**config.mk**
```make
export PLATFORM = sky130hd
export DESIGN_NAME = fetch_stage
export DESIGN_NICKNAME = d
export VERILOG_FILES = /design/src/rtl/fetch_stage.sv
export SDC_FILE = /design/constraint.sdc
export NUM_CORES = 1
export LEC_CHECK = 0
export ABC_AREA = 1
export CAP_MARGIN = 15
export CORE_ASPECT_RATIO = 0.7
export CORE_UTILIZATION = 35
export CTS_CLUSTER_DIAMETER = 30
export CTS_CLUSTER_SIZE = 24
export DETAILED_ROUTE_END_ITERATION = 12
export MAX_ROUTING_LAYER = met4
export SYNTH_ARGS = -nofsm -noshare
export SYNTH_HDL_FRONTEND = slang
export SYNTH_SLANG_ARGS = --single-unit
export TNS_END_PERCENT = 20
```
**constraint.sdc**
```tcl
create_clock -name clk_i -period 3.12 [get_ports clk_i]
set_input_delay 0.78 -clock clk_i [delete_from_list [all_inputs] [get_ports clk_i]]
set_output_delay 0.78 -clock clk_i [all_outputs]
set_load 0.03 [all_outputs]
```
**src/rtl/fetch_stage.sv**
```systemverilog
// RV32I fetch stage: owns the PC, issues credit-limited word requests, tags responses
// in order and buffers them for decode. Optional misaligned-redirect halt: FETCH_MISALIGN_CHK_EN.
module fetch_stage #(
  parameter logic [31:0] RESET_PC   = 32'h0000_0000,
  parameter int unsigned FIFO_DEPTH = 2
) (
  input  logic        clk_i,
  input  logic        rst_ni,
  output logic        imem_req_valid_o,
  input  logic        imem_req_ready_i,
  output logic [31:0] imem_req_addr_o,
  input  logic        imem_rsp_valid_i,
  input  logic [31:0] imem_rsp_data_i,
  input  logic        redirect_i,
  input  logic [31:0] redirect_pc_i,
`ifdef FETCH_MISALIGN_CHK_EN
  output logic        fetch_misaligned_o,
`endif
  output logic        inst_valid_o,
  input  logic        inst_ready_i,
  output logic [31:0] inst_o,
  output logic [31:0] inst_pc_o,
  output logic [31:0] inst_pc_next_o
);
  localparam int unsigned PW = $clog2(FIFO_DEPTH);
  localparam int unsigned CW = PW + 1;
  localparam logic [CW:0] DEPTH_C = (CW+1)'(FIFO_DEPTH);

  typedef struct packed {
    logic [31:0] inst;
    logic [31:0] pc;
  } fetch_ent_t;

  logic [31:0]   pc_q, pc_d;
  logic [CW-1:0] outst_q, outst_d, disc_q, disc_d, cnt_q, cnt_d;
  logic [PW-1:0] wr_q, wr_d, rd_q, rd_d, tag_wr_q, tag_rd_q;
  fetch_ent_t    fifo_q [FIFO_DEPTH];
  logic [31:0]   tag_q  [FIFO_DEPTH];
  logic          run, req_fire, rsp_drop, push, pop;
  logic [CW:0]   credit;
  logic [31:0]   target;

`ifdef FETCH_MISALIGN_CHK_EN
  typedef enum logic {RUN, HALT} state_e;
  state_e state_q;
  logic   misaligned_q;

  always_ff @(posedge clk_i or negedge rst_ni) begin
    if (!rst_ni) begin
      state_q      <= RUN;
      misaligned_q <= 1'b0;
    end else if (redirect_i) begin
      if (redirect_pc_i[1:0] != 2'b00) begin
        state_q      <= HALT;
        misaligned_q <= 1'b1;
      end else begin
        state_q      <= RUN;
        misaligned_q <= 1'b0;
      end
    end
  end

  assign run                = (state_q == RUN);
  assign fetch_misaligned_o = misaligned_q;
  assign target             = redirect_pc_i;
`else
  assign run    = 1'b1;
  assign target = redirect_pc_i & ~32'd3;
`endif

  // Credit counts in-flight requests plus buffered entries, so every response has a slot.
  // Reset gating keeps the request port quiet while the block is held in reset.
  assign pop              = inst_valid_o & inst_ready_i;
  assign credit           = {1'b0, outst_q} + {1'b0, cnt_q} - {{CW{1'b0}}, pop};
  assign imem_req_valid_o = rst_ni & run & ~redirect_i & (credit < DEPTH_C);
  assign imem_req_addr_o  = pc_q;
  assign req_fire         = imem_req_valid_o & imem_req_ready_i;

  // A response coinciding with a redirect is counted as dropped, not discarded later.
  assign rsp_drop     = imem_rsp_valid_i & ((disc_q != '0) | redirect_i);
  assign push         = imem_rsp_valid_i & ~rsp_drop;
  assign inst_valid_o = (cnt_q != '0) & ~redirect_i;

  always_comb begin
    outst_d = outst_q + CW'(req_fire) - CW'(imem_rsp_valid_i);
    disc_d  = disc_q;
    cnt_d   = cnt_q + CW'(push) - CW'(pop);
    wr_d    = wr_q + PW'(push);
    rd_d    = rd_q + PW'(pop);
    pc_d    = req_fire ? pc_q + 32'd4 : pc_q;
    if (imem_rsp_valid_i && disc_q != '0) disc_d = disc_q - CW'(1);
    if (redirect_i) begin
      cnt_d  = '0;
      wr_d   = wr_q;
      rd_d   = wr_q;
      disc_d = outst_q + CW'(req_fire) - CW'(imem_rsp_valid_i);
      pc_d   = target;
    end
  end

  always_ff @(posedge clk_i or negedge rst_ni) begin
    if (!rst_ni) begin
      pc_q     <= RESET_PC;
      outst_q  <= '0;
      disc_q   <= '0;
      cnt_q    <= '0;
      wr_q     <= '0;
      rd_q     <= '0;
      tag_wr_q <= '0;
      tag_rd_q <= '0;
    end else begin
      pc_q     <= pc_d;
      outst_q  <= outst_d;
      disc_q   <= disc_d;
      cnt_q    <= cnt_d;
      wr_q     <= wr_d;
      rd_q     <= rd_d;
      tag_wr_q <= tag_wr_q + PW'(req_fire);
      tag_rd_q <= tag_rd_q + PW'(imem_rsp_valid_i);
    end
  end

  // Tag queue pops on every response, dropped or not, so it stays aligned with memory order.
  always_ff @(posedge clk_i) begin
    if (req_fire) tag_q[tag_wr_q] <= pc_q;
    if (push)     fifo_q[wr_q]    <= '{inst: imem_rsp_data_i, pc: tag_q[tag_rd_q]};
  end

  assign inst_o         = fifo_q[rd_q].inst;
  assign inst_pc_o      = fifo_q[rd_q].pc;
  assign inst_pc_next_o = inst_pc_o + 32'd4;

endmodule

```
==> results_dict.tcl <==
set metrics [dict create \
    die_width_um 207 \
    fin_util 0.548 \
    crit_path_end_kind "output port" \
    die_area_mm2 0.0300 \
    synth_top_cell_area_share 0.538 \
    period_share 1.02 \
    fmax_ghz 0.314 \
    comb_power_share 0.398 \
    antenna_found_initial 0 \
    grt_pass1_wl_um 42700 \
    leakage_nw 6.62 \
    vias 8162 \
    total_power_w 0.0145 \
    holdWs_ps 375 \
    nets 1410 \
    drive_above_1_share 0.357 \
    yosys.area.top_type "edfxtp_1" \
    tns_ps -250 \
    grt_overflow 0 \
    grt_util_all_layers 0.191 \
    grt_max_degree 41 \
    fin_ws_ps -65.9 \
    ys_top_cells_by_area "edfxtp_1 54%, nand2_1 14%, dfrtp_1 9.8%, mux2_2 3.3%, nor2_1 3.0%" \
    diodes 0 \
    synth_common_cells "392 x nand2_1, 184 x edfxtp_1, 83 x nor2_1" \
    dp_hpwl_um 18600 \
    synth-edff-count 184 \
    rows 52 \
    synth-main-ff-cell "edfxtp_1" \
    cts.reportedPaths.clkPinSlew_ps 50 \
    worstSkewPairLatency_ps 520 \
    p_int_w 0.00926 \
    synth.distinct_cells 29 \
    fin_skew_ps 25.8 \
    preCtsSetupSlack_ps -513 \
    numCtsBuffers 42 \
    wl_per_cell_um 16.6 \
    ctsHoldBuffers 0 \
    root_buffer "clkbuf_16" \
    cp.arrival_ps 2410 \
    reg2reg_depth 23 \
    rsz0062_at_grt "yes" \
    pwr-share-seq 0.273 \
    status "finished, violations left" \
    syn-cell-area_mm2 0.0103 \
    syn_to_final_growth_pct 54.4 \
    clock_power_share 0.329 \
    syn_inst 1004 \
    vdd_drop_max_mv 0.340 \
    worst_slew_pin_slew_ps 542 \
    power.density_mw_per_mm2 913 \
    initial_core_util 0.355 \
    antenna_left 0 \
    die_h_um 145 \
    cts_tree "yes" \
    clk_path_buf_depth 3 \
    switching_share 0.360 \
    drt_wl_total_um 28800 \
    htree_levels 2 \
    io_buffers 191 \
    yosysMostFrequentCell "nand2_1" \
    drv_slew 0 \
    yosysSeqAreaShare 0.636 \
    post-route-min-period_ps 3190 \
    relSlewSlack 0.639 \
    via_per_inst 4.70 \
    setup_viol 9 \
    drtIter0Drc 700 \
    cp.required_ps 2340 \
    crit_path_max_fanout 2 \
    drc 16 \
    place_congestion 0.919 \
    synth_warnings 0 \
    grt_pass1_vias 7765 \
    switchingPower_w 0.00521 \
    drv_cap 0 \
    ys_seq_elements 224 \
    start_kind "input pin" \
    worstSetupPathType "in -> out" \
    syn_avg_cell_area_um2 10.2 \
    hold_class "in -> async" \
    hold_violations 0 \
    drtPass1Iterations 10 \
    violations "design-rule violations, negative setup slack" \
    synth_async_sr_flop_share 0.179 \
    core_mm2 0.0289 \
    clock_sinks 224 \
    num_io_pins 200 \
]
-- worst paths after layout --
| check | startpoint | end | slack, ps |
|---|---|---|---|
| setup / recovery | redirect_i | imem_req_valid_o | -70 |
| min in group clk_i | tag_rd_q | tag_rd_q | 470 |
| setup reg to reg | cnt_q[0] | rd_q | -60 |
| max in group asynchronous | rst_ni | rd_q | 2340 |
| hold reg to reg | tag_rd_q | tag_rd_q | 470 |
| hold / removal | rst_ni | imem_req_addr_o[31] | 370 |
-- sequential cells by signal (all words and copies together), names as in the netlist, 2 cells and up --
name	count
cnt_q	2
disc_q	2
fifo_q	124
imem_req_addr_o	30
outst_q	2
tag_q	60
-- routing by layer --
metal  GRT usage  vias up  wire [um]
li1            -     3935          -
met1       0.281     3868      13800
met2       0.269      295      12600
met3      0.0359       64       1810
met4      0.0507        0        667
met5           -        -          0
-- worst max-delay path, stage by stage --
cell,delay (ps)
clkdlybuf4s15_2,200
a21oi_4,120
nand2_2,90
inv_2,80
ha_4,190
inv_2,50
nand2_2,50
fa_2,530
nand3_2,80
nor2_4,100
buf_6,140
-- final cells by class --
cell class                      instances  area [um2]
Tap cell                              378         473
Inverter                               72         278
Multi-Input combinational cell        683        4190
Timing Repair Buffer                  303        2860
Sequential cell                       224        6530
Clock inverter                         29         364
Fill cell                            2467       13000
Clock buffer                           49        1150
-- per-stage QoR --
| stage | instance area [um2] | instances |
|---|---|---|
| after floorplan | 10400 | 1009 |
| after global placement | 12800 | 1585 |
| after detailed placement | 12800 | 1585 |
| after CTS | 15200 | 1718 |
| after global routing | 15800 | 1738 |
| final | 15800 | 1738 |
-- power groups by stage --
stage                     combinational (W)  sequential, W  clock (W)
after floorplan                     0.00267        0.00402          0
after global placement              0.00444        0.00397          0
after detailed placement            0.00448        0.00398          0
after CTS                           0.00526        0.00393    0.00485
after global routing                0.00611        0.00397    0.00500
final                               0.00576        0.00394    0.00476
-- repair_timing --
action                                  in CTS  in global routing
cloned                                       4                  1
pin swaps                                   56                 78
endpoints found under the setup margin      28                 28
resized for setup                          122                137
buffers inserted                            51                 23
-- placed cells by master (no fill, tap or decap), drive strengths merged, types with 13 or more instances in the layout --
| cell type | synthesis | routed |
|---|---|---|
| xor2 | 25 | 25 |
| clkdlybuf4s50 | 0 | 96 |
| clkbuf | 7 | 50 |
| mux2 | 30 | 30 |
| dfrtp | 40 | 40 |
| nand2 | 412 | 412 |
| clkinv | 0 | 17 |
| ha | 13 | 13 |
| inv | 72 | 74 |
| edfxtp | 184 | 184 |
| nand3 | 62 | 62 |
| buf | 23 | 203 |
| o21ai | 13 | 13 |
| nor2 | 93 | 93 |
-- kinds of logic after synthesis --
family          Yosys count  synth area share
mux                      30            0.0329
flops                   224             0.636
fa+ha+maj                14            0.0178
xor+xnor                 34            0.0290
buf+inv                 102            0.0429
other cells               1          0.000365
compound gates           23            0.0135
simple gates            576             0.228
Power figures use the tool's default switching activity.
==> RTL edit (same flow settings) <==
Set the parameter `FIFO_DEPTH` to 4 (it was 2).
--- a/src/rtl/fetch_stage.sv
+++ b/src/rtl/fetch_stage.sv
@@ -3,5 +3,5 @@
 module fetch_stage #(
   parameter logic [31:0] RESET_PC   = 32'h0000_0000,
-  parameter int unsigned FIFO_DEPTH = 2
+  parameter int unsigned FIFO_DEPTH = 4
 ) (
   input  logic        clk_i,
Check against the original RTL: not equivalent (a bounded check fails within 4 cycles, from zero or initial values and one cycle with rst_ni low).
==> RTL edit against the unedited design <==
  * The flow finishes with violations (setup timing)
  * Maximum frequency down 8.2%
  * Combinational power up 98%
  * Sequential cell count up 191
  * Wire length up 66%
  * Synthesized area up 75%
  * Design area up 52%
  * Worst setup slack worse by 0.29 ns
  * Hold slack better by 0.062 ns
  * Total power up 79%
  * Largest power group unchanged
  * Largest cell class unchanged
==> RTL edit: results <==
metrics = {
    "run_status": {
        "run_status": "finished with violations",
        "violations": "setup timing",
    },
    "layout": {
        "seq_cell_count": 415,
        "largest_reg_flops": 248,
        "num-nets-final": 1968,
        "layout.non_clock_buffers": 291,
        "multi_input_area_share_pct": 23.26,
        "comb.multi_input.count": 1033,
    },
    "placement": {
        "dp_slack_ns": -0.7533,
        "placed_area_um2": 21230,
        "place_congestion": 0.9317,
    },
    "global_routing": {
        "grt_first_pass_wirelength_um": 72570,
        "met1_usage_pct": 25.14,
    },
    "route": {
        "wl_per_cell_um": 18.41,
    },
    "timing": {
        "relSlewSlack_pct": 53.40,
        "setup_viol": 49,
        "fin_ws_ns": -0.3518,
    },
    "synth": {
        "synthArstFlopShare_pct": 11.33,
        "synth_cells": 1606,
        "ys_types": 41,
        "synth.area.top_cells": "edfxtp_1, nand2_1, dfrtp_1",
        "synth_edf_count": 368,
        "synth_seq_area_share_pct": 68.04,
    },
    "power_and_ir_drop": {
        "irDropWorstVdd_v": 0.0007075,
        "pg_seq_mw": 7.52,
        "p_int_mw": 15.43,
        "static-leakage-power_nw": 9.050,
    },
    "setup_path": {
        "max_stage_delay_ns": 0.57,
        "start_kind": "register",
        "reg2reg_from": "cnt_q[1]$_DFF_PN0_",
    },
    "clock_tree": {
        "cts_setup_buffers": 12,
        "numCtsBuffers": 60,
    },
}
## RTL edit: changes by cell type after synthesis, moves of 36 or more
cell / before / now
edfxtp_1: 184 / 368
nand3_1: 62 / 106
nand2_1: 392 / 346
o21ai_0: 12 / 158
clkbuf_1: 7 / 43
nor2_1: 83 / 206
o22ai_1: 0 / 65
## RTL edit: worst max-delay path: cells and delay by family (launching register included)
kind	cells	cell delay (ns)
xor gates and xnor gates	1	0.15
adders and majority gates	1	0.23
and+or+nand+nor	1	0.14
buffers and inverters	4	0.64
DFF	1	0.57
AOI/OAI and AO/OA	2	0.37
## RTL edit: logic make-up after synthesis
group                      after synthesis  share of synthesized area, %
adders and majority gates               16                         1.198
other                                    1                       0.02087
and+or+nand+nor                        724                         16.88
buffers and inverters                  163                         4.101
xor gates and xnor gates                43                         2.096
DFF                                    415                         68.04
AOI/OAI and AO/OA                      244                         7.666
